## src/rtl/xy_route_alloc.sv

```systemverilog
// xy_route_alloc: allocator and output stage for one output direction of a 2D-mesh router.
// Inputs whose head flit routes to OUT_DIR request the output; one is granted round-robin
// and owns the output until its tail flit passes. Flits pass through a single output
// register, giving one flit per cycle when downstream is ready.
//
// Optional feature: define ROUTER_YX_FIRST_EN for Y-first routing (X-first otherwise).
//
// Ports:
//   clk, rst          clock and synchronous active-high reset
//   in_tdata          REN flits, port i at [i*DATA_WIDTH +: DATA_WIDTH]
//   in_tvalid         per-input flit valid
//   in_tlast          per-input packet tail
//   in_tready         per-input accept (only the owner, only in LOCKED)
//   out_tdata         forwarded flit (registered)
//   out_tvalid        forwarded flit valid
//   out_tlast         forwarded flit is packet tail
//   out_tready        downstream accept
//   pkt_count         packets forwarded, wraps at 2^16
module xy_route_alloc #(
  parameter int unsigned DATA_WIDTH = 32,
  parameter int unsigned REN        = 5,
  parameter int unsigned CS         = 2,
  parameter int unsigned ROUTER_X   = 0,
  parameter int unsigned ROUTER_Y   = 0,
  parameter int unsigned OUT_DIR    = 0
) (
  input  logic                      clk,
  input  logic                      rst,
  input  logic [REN*DATA_WIDTH-1:0] in_tdata,
  input  logic [REN-1:0]            in_tvalid,
  input  logic [REN-1:0]            in_tlast,
  output logic [REN-1:0]            in_tready,
  output logic [DATA_WIDTH-1:0]     out_tdata,
  output logic                      out_tvalid,
  output logic                      out_tlast,
  input  logic                      out_tready,
  output logic [15:0]               pkt_count
);

  localparam int unsigned IW = (REN > 1) ? $clog2(REN) : 1;
  localparam logic [CS-1:0] RX  = CS'(ROUTER_X);
  localparam logic [CS-1:0] RY  = CS'(ROUTER_Y);
  localparam logic [2:0]    DIR = 3'(OUT_DIR);

  typedef enum logic {StIdle, StLocked} state_e;

  state_e          state_q;
  logic [IW-1:0]   owner_q;
  logic [IW-1:0]   rr_ptr_q;

  logic [REN-1:0]        req;
  logic                  grant_any;
  logic [IW-1:0]         grant_idx;
  logic [IW-1:0]         scan_idx;
  logic [DATA_WIDTH-1:0] owner_data;
  logic                  owner_last;
  logic                  owner_valid;
  logic                  out_space;
  logic                  accept;

  // Output direction for a head flit's destination coordinates.
  function automatic logic [2:0] route(input logic [2*CS-1:0] dest);
    logic [CS-1:0] dx;
    logic [CS-1:0] dy;
    logic [2:0]    dir;
    dx = dest[CS-1:0];
    dy = dest[2*CS-1:CS];
`ifdef ROUTER_YX_FIRST_EN
    if (dy < RY)      dir = 3'd1;
    else if (dy > RY) dir = 3'd3;
    else if (dx > RX) dir = 3'd2;
    else if (dx < RX) dir = 3'd4;
    else              dir = 3'd0;
`else
    if (dx > RX)      dir = 3'd2;
    else if (dx < RX) dir = 3'd4;
    else if (dy < RY) dir = 3'd1;
    else if (dy > RY) dir = 3'd3;
    else              dir = 3'd0;
`endif
    return dir;
  endfunction

  // Requests are only meaningful in IDLE, where every presented flit is a head.
  always_comb begin
    req = '0;
    for (int unsigned i = 0; i < REN; i++) begin
      req[i] = in_tvalid[i] && (route(in_tdata[i*DATA_WIDTH +: 2*CS]) == DIR);
    end
  end

  // First requester at or after rr_ptr, wrapping at REN.
  always_comb begin
    grant_any = 1'b0;
    grant_idx = '0;
    scan_idx  = '0;
    for (int unsigned k = 0; k < REN; k++) begin
      scan_idx = IW'((32'(rr_ptr_q) + k) % REN);
      if (!grant_any && req[scan_idx]) begin
        grant_any = 1'b1;
        grant_idx = scan_idx;
      end
    end
  end

  // Owner flit mux.
  always_comb begin
    owner_data  = '0;
    owner_last  = 1'b0;
    owner_valid = 1'b0;
    for (int unsigned i = 0; i < REN; i++) begin
      if (owner_q == IW'(i)) begin
        owner_data  = in_tdata[i*DATA_WIDTH +: DATA_WIDTH];
        owner_last  = in_tlast[i];
        owner_valid = in_tvalid[i];
      end
    end
  end

  assign out_space = !out_tvalid || out_tready;
  assign accept    = (state_q == StLocked) && owner_valid && out_space;

  always_comb begin
    in_tready = '0;
    for (int unsigned i = 0; i < REN; i++) begin
      if ((state_q == StLocked) && out_space && (owner_q == IW'(i))) begin
        in_tready[i] = 1'b1;
      end
    end
  end

  always_ff @(posedge clk) begin
    if (rst) begin
      state_q    <= StIdle;
      owner_q    <= '0;
      rr_ptr_q   <= '0;
      out_tdata  <= '0;
      out_tvalid <= 1'b0;
      out_tlast  <= 1'b0;
      pkt_count  <= '0;
    end else begin
      if (accept) begin
        out_tdata  <= owner_data;
        out_tlast  <= owner_last;
        out_tvalid <= 1'b1;
      end else if (out_tready) begin
        out_tdata  <= '0;
        out_tlast  <= 1'b0;
        out_tvalid <= 1'b0;
      end

      unique case (state_q)
        StIdle: begin
          // The grant cycle itself accepts nothing; the head moves on the next cycle.
          if (grant_any) begin
            state_q <= StLocked;
            owner_q <= grant_idx;
          end
        end
        StLocked: begin
          if (accept && owner_last) begin
            state_q   <= StIdle;
            rr_ptr_q  <= (owner_q == IW'(REN - 1)) ? '0 : owner_q + 1'b1;
            pkt_count <= pkt_count + 16'd1;
          end
        end
        default: state_q <= StIdle;
      endcase
    end
  end

endmodule

```

## config.mk

```make
export PLATFORM = sky130hd
export DESIGN_NAME = xy_route_alloc
export DESIGN_NICKNAME = d
export VERILOG_FILES = /design/src/rtl/xy_route_alloc.sv
export SDC_FILE = /design/constraint.sdc
export NUM_CORES = 1
export LEC_CHECK = 0
export ABC_CLOCK_PERIOD_IN_PS = 4430
export BUFFER_PORTS_ARGS = -buffer_cell sky130_fd_sc_hd__buf_2
export CORE_ASPECT_RATIO = 0.7
export CORE_UTILIZATION = 44
export CTS_BUF_LIST = sky130_fd_sc_hd__clkbuf_4 sky130_fd_sc_hd__clkbuf_8 sky130_fd_sc_hd__clkbuf_16
export DETAILED_ROUTE_END_ITERATION = 8
export PLACE_DENSITY = 0.78
export RECOVER_POWER = 100
export SYNTH_ARGS = -nofsm -noshare
export SYNTH_HDL_FRONTEND = slang
export SYNTH_SLANG_ARGS = --single-unit
```

## constraint.sdc

```tcl
create_clock -name clk -period 4.43 [get_ports clk]
set_input_delay 1.1075 -clock clk [delete_from_list [all_inputs] [get_ports clk]]
set_output_delay 1.1075 -clock clk [all_outputs]
set_load 0.01 [all_outputs]
```

==> results.txt <==
----------------------------------------------------
[Worst setup path]
  Cell family contributing the most delay on the critical path ... compound AO/OA/AOI/OAI gates
  Maximum net fanout on the critical path ... 7
  Reg2reg setup slack ... 0.25 ns
  Highest-delay cell along the critical path ... sky130_fd_sc_hd__a2111oi_4
  Count of buffering cells on the critical path with inverters included ... 2
  Worst path arrival time ... ~4.5 ns
  Kind of end point of the critical path ... register
  Peak per-stage delay on the critical path ... about 0.38 ns
  Cell Chain, Critical Path ... inv_1, ha_1, xnor2_2, inv_2, ha_1, or3b_1, o22ai_2, or2_2, ha_1, nor2b_1, nor4_1, a211o_4, mux2_4, a22o_4, a2111oi_4, o21ai_0, a21oi_1
  CP Class ... reg2reg
  Sort of element at the start of the critical path ... register
  Most frequent CP cell ... sky130_fd_sc_hd__ha_1
  Data required time at the worst endpoint ... 4.69 ns

[Floorplanning]
  Horizontal die dimension ... 133 um
  CORE AREA ... 11,700 um^2
  Die outline height ... 93.8 um
  Rows ... 33
  Die area ... 12,500 um^2
  Number of primary I/O pins ... 228
  Initial core utilization ... 0.452

[Placed design]
  DP HPWL ... 14,900 um
  Weighted congestion at the end of routability-driven global placement ... 0.971
  Number of placed instances, taps included ... 1,077
  Count of input and output buffers ... 227

[Timing]
  Ratio of final minimum period to clock period ... 0.945
  Fmax ... 239 MHz
  Setup skew after layout ... 0.00699 ns
  Tmin final ... 4.18 ns
  Final Hold Fails ... 0
  Count of final max-slew check failures ... 22
  Slew at the pin closest to its max-slew limit ... 1.66 ns
  Setup total negative slack ... 0 ns
  Number of failing setup endpoints in the final timing report ... 0
  RSZ-0062 raised after global routing ... false
  Relative slew slack ... -0.109

[Clocking]
  Count of cells resized by post-cts repair ... 0
  Clock slew seen by the registers of the worst setup and hold paths ... ~0.050 ns
  CTS buffer count ... 9
  Max Buffers Root-to-Sink ... 2
  Number of H-tree branching levels ... 3
  Worst skew pair latency ... 0.34 ns
  Clock tree from TritonCTS ... yes
  Setup Fix Bufs, Post-CTS ... 0
  Root Buffer Master ... sky130_fd_sc_hd__clkbuf_16
  Post-CTS Hold Fix Bufs ... 0
  Num Clock Sinks ... 57

[Job]
  Max-cap violations ... 1

[Global route]
  Number of global-route vias before repair ... between 5,000 and 6,000
  Overflow left after global routing ... 0
  Number of antenna violations at the first check in global routing ... 0
  Pin count of the biggest net entering global routing ... 68
  GRT Resource Usage Total ... 0.295
  Global-route wire length before repair ... 28,800 um

[Yosys]
  Synth area leaders ... sky130_fd_sc_hd__dfxtp_1 22%, sky130_fd_sc_hd__a21oi_1 7.8%, sky130_fd_sc_hd__ha_1 6.1%, sky130_fd_sc_hd__a211oi_1 5.5%, sky130_fd_sc_hd__nor2_1 5.5%
  Mean instance size in the synthesized netlist ... 7.26 um^2
  Commonest register cell after synthesis ... sky130_fd_sc_hd__dfxtp_1
  Number of instances in the synthesized netlist ... 730
  Area fraction of the dominant cell type after synthesis ... 0.215
  Syn nets ... 930
  Synth Cell Area ... 5300 um^2
  Flop and latch count out of synthesis ... 57
  Unique masters post-synth ... 82
  Share of synthesized area occupied by flip-flops and latches ... 0.215
  Number of enable-type register cells in the synthesized netlist ... 0
  Yosys synthesis warning count ... 0
  Cell taking the most area after synthesis ... sky130_fd_sc_hd__dfxtp_1
  Fraction of registers with async set/reset ... 0

[Layout]
  Syn-to-layout area delta ... 28.6%
  Layout cell share with drive strength beyond 1 ... 0.260
  Layout Cells excl Fill ... 1,093
  Layout Nets ... 1,131
  ANT cells ... 0

[Detailed routing]
  Total wire length ... approximately 19,000 um
  Number of design-rule violations left by the first detailed-router iteration ... between 600 and 700
  Post-detailed-route via-to-cell ratio ... 5.92
  Wirelength per Cell ... 17.4 um
  Via count ... 6,470
  Number of routed nets with antenna violations ... 0
  Detailed Routing Iterations Pass 1 ... 6
  DRC errors left ... 0

[Power and ir drop]
  Standby leakage power ... 2.85 nW
  Peak supply drop ... 0.455 mV
  Ratio of total power to cell area ... 565 nW/um^2

[Run status]
  Violations in the final reports ... capacitance limit, slew limit
  Run status ... complete, but fails checks

[Worst hold path]
  Min-Delay Path Class ... reg2reg

----------------------------------------------------
[kinds of logic after synthesis]
family / Yosys count / synth area share
AND/OR/NAND/NOR: 272 / 0.252
AO/OA/AOI/OAI: 268 / 0.354
buffers and inverters: 78 / 0.0586
flip-flops: 57 / 0.215
adder cells (fa/ha/maj): 27 / 0.0652
XOR/XNOR: 20 / 0.0380
multiplexers: 8 / 0.0168
[tightest hold or removal path: cells and delay by family (launching register included)]
family	cells	cell delay (ns)
flops	1	0.30
simple gates	1	0.06
compound gates	1	0.05
[cell usage after synthesis, types with 4 or more instances]
cell and n:
sky130_fd_sc_hd__nor4_1 9, sky130_fd_sc_hd__o2111ai_1 4, sky130_fd_sc_hd__o21ai_0 12, sky130_fd_sc_hd__mux2i_1 4
sky130_fd_sc_hd__a211oi_1 39, sky130_fd_sc_hd__nand2_1 61, sky130_fd_sc_hd__a311oi_1 4, sky130_fd_sc_hd__nand3_1 51
sky130_fd_sc_hd__clkbuf_1 41, sky130_fd_sc_hd__nor2b_1 8, sky130_fd_sc_hd__inv_1 18, sky130_fd_sc_hd__xnor2_1 16
sky130_fd_sc_hd__dfxtp_1 57, sky130_fd_sc_hd__a21o_1 6, sky130_fd_sc_hd__buf_1 9, sky130_fd_sc_hd__ha_1 26
sky130_fd_sc_hd__a31oi_1 10, sky130_fd_sc_hd__nand2b_1 4, sky130_fd_sc_hd__nand4_1 6, sky130_fd_sc_hd__nor2_1 77
sky130_fd_sc_hd__o211ai_1 34, sky130_fd_sc_hd__a21oi_1 83, sky130_fd_sc_hd__nor3_1 20, sky130_fd_sc_hd__buf_2 5
sky130_fd_sc_hd__and2_1 6, sky130_fd_sc_hd__and3_1 7, sky130_fd_sc_hd__a22oi_1 36
[flip-flops by register name (all words and copies together) (netlist names)]
register / cells
out_tlast: 1
state_q: 1
rr_ptr_q: 3
out_tvalid: 1
owner_q: 3
pkt_count: 16
out_tdata: 32
[area by class of cell]
| class | count | area [um^2] |
|---|---|---|
| Fill cell | 1146 | 4910 |
| Inverter | 21 | 78.8 |
| Sequential cell | 57 | 1140 |
| Timing Repair Buffer | 247 | 1200 |
| Multi-Input combinational cell | 595 | 3870 |
| Tap cell | 157 | 196 |
| Clock buffer | 11 | 246 |
| Clock inverter | 5 | 78.8 |
[where the power goes]
| part | total, mW | leakage (nW) | switching [mW] | internal [mW] |
|---|---|---|---|---|
| logic | 2.42 | 2.23 | 1.48 | 0.938 |
| clock network | 0.758 | 0.163 | 0.246 | 0.512 |
| registers | 0.673 | 0.461 | 0.0736 | 0.600 |
| total | 3.85 | 2.85 | 1.80 | 2.05 |
[worst paths after layout]
kind,start,end,cells past startpoint
hold reg to reg,out_tdata[26],out_tdata[26],2
setup / recovery,rr_ptr_q[0],owner_q[0],17
setup reg to reg,rr_ptr_q[0],owner_q[0],17
hold / removal,out_tdata[26],out_tdata[26],2
[metal layers]
metal,up-vias,global-route usage,part of all wire
met4,0,0.0881,0.022
met2,320,0.435,0.43
met5,-,0,0
li1,3140,-,-
met1,2976,0.423,0.46
met3,34,0.0647,0.090
[stage by stage]
stage / total power [mW] / utilization / worst slack [ns] / instance area [um^2] / hold slack, ns
3_3_place_gp: 3.05 / 0.560 / 0.292 / 6560 / 0.452
6_report: 3.85 / 0.581 / 0.246 / 6810 / 0.466
4_1_cts: 3.83 / 0.587 / 0.171 / 6890 / 0.462
5_1_grt: 4.16 / 0.581 / 0.0285 / 6810 / 0.482
3_5_place_dp: 3.07 / 0.560 / 0.162 / 6560 / 0.455
2_1_floorplan: 2.44 / - / 0.294 / 5300 / 0.492
[cells in the final DEF, fill, tap and decap left out, drive strengths merged, types with 6 or more instances in the layout]
cell type,n
a22oi,36
o211ai,34
nor2b,8
nor3,21
a21oi,86
nand3,51
a21o,6
and3,8
nor4,9
nand4,6
xnor2,18
inv,20
and2,7
nor2,78
a31oi,10
a211oi,42
o21ai,13
dfxtp,57
ha,26
buf,190
nand2,61
clkbuf,68
Note: power is estimated with default switching activity, not from simulation.
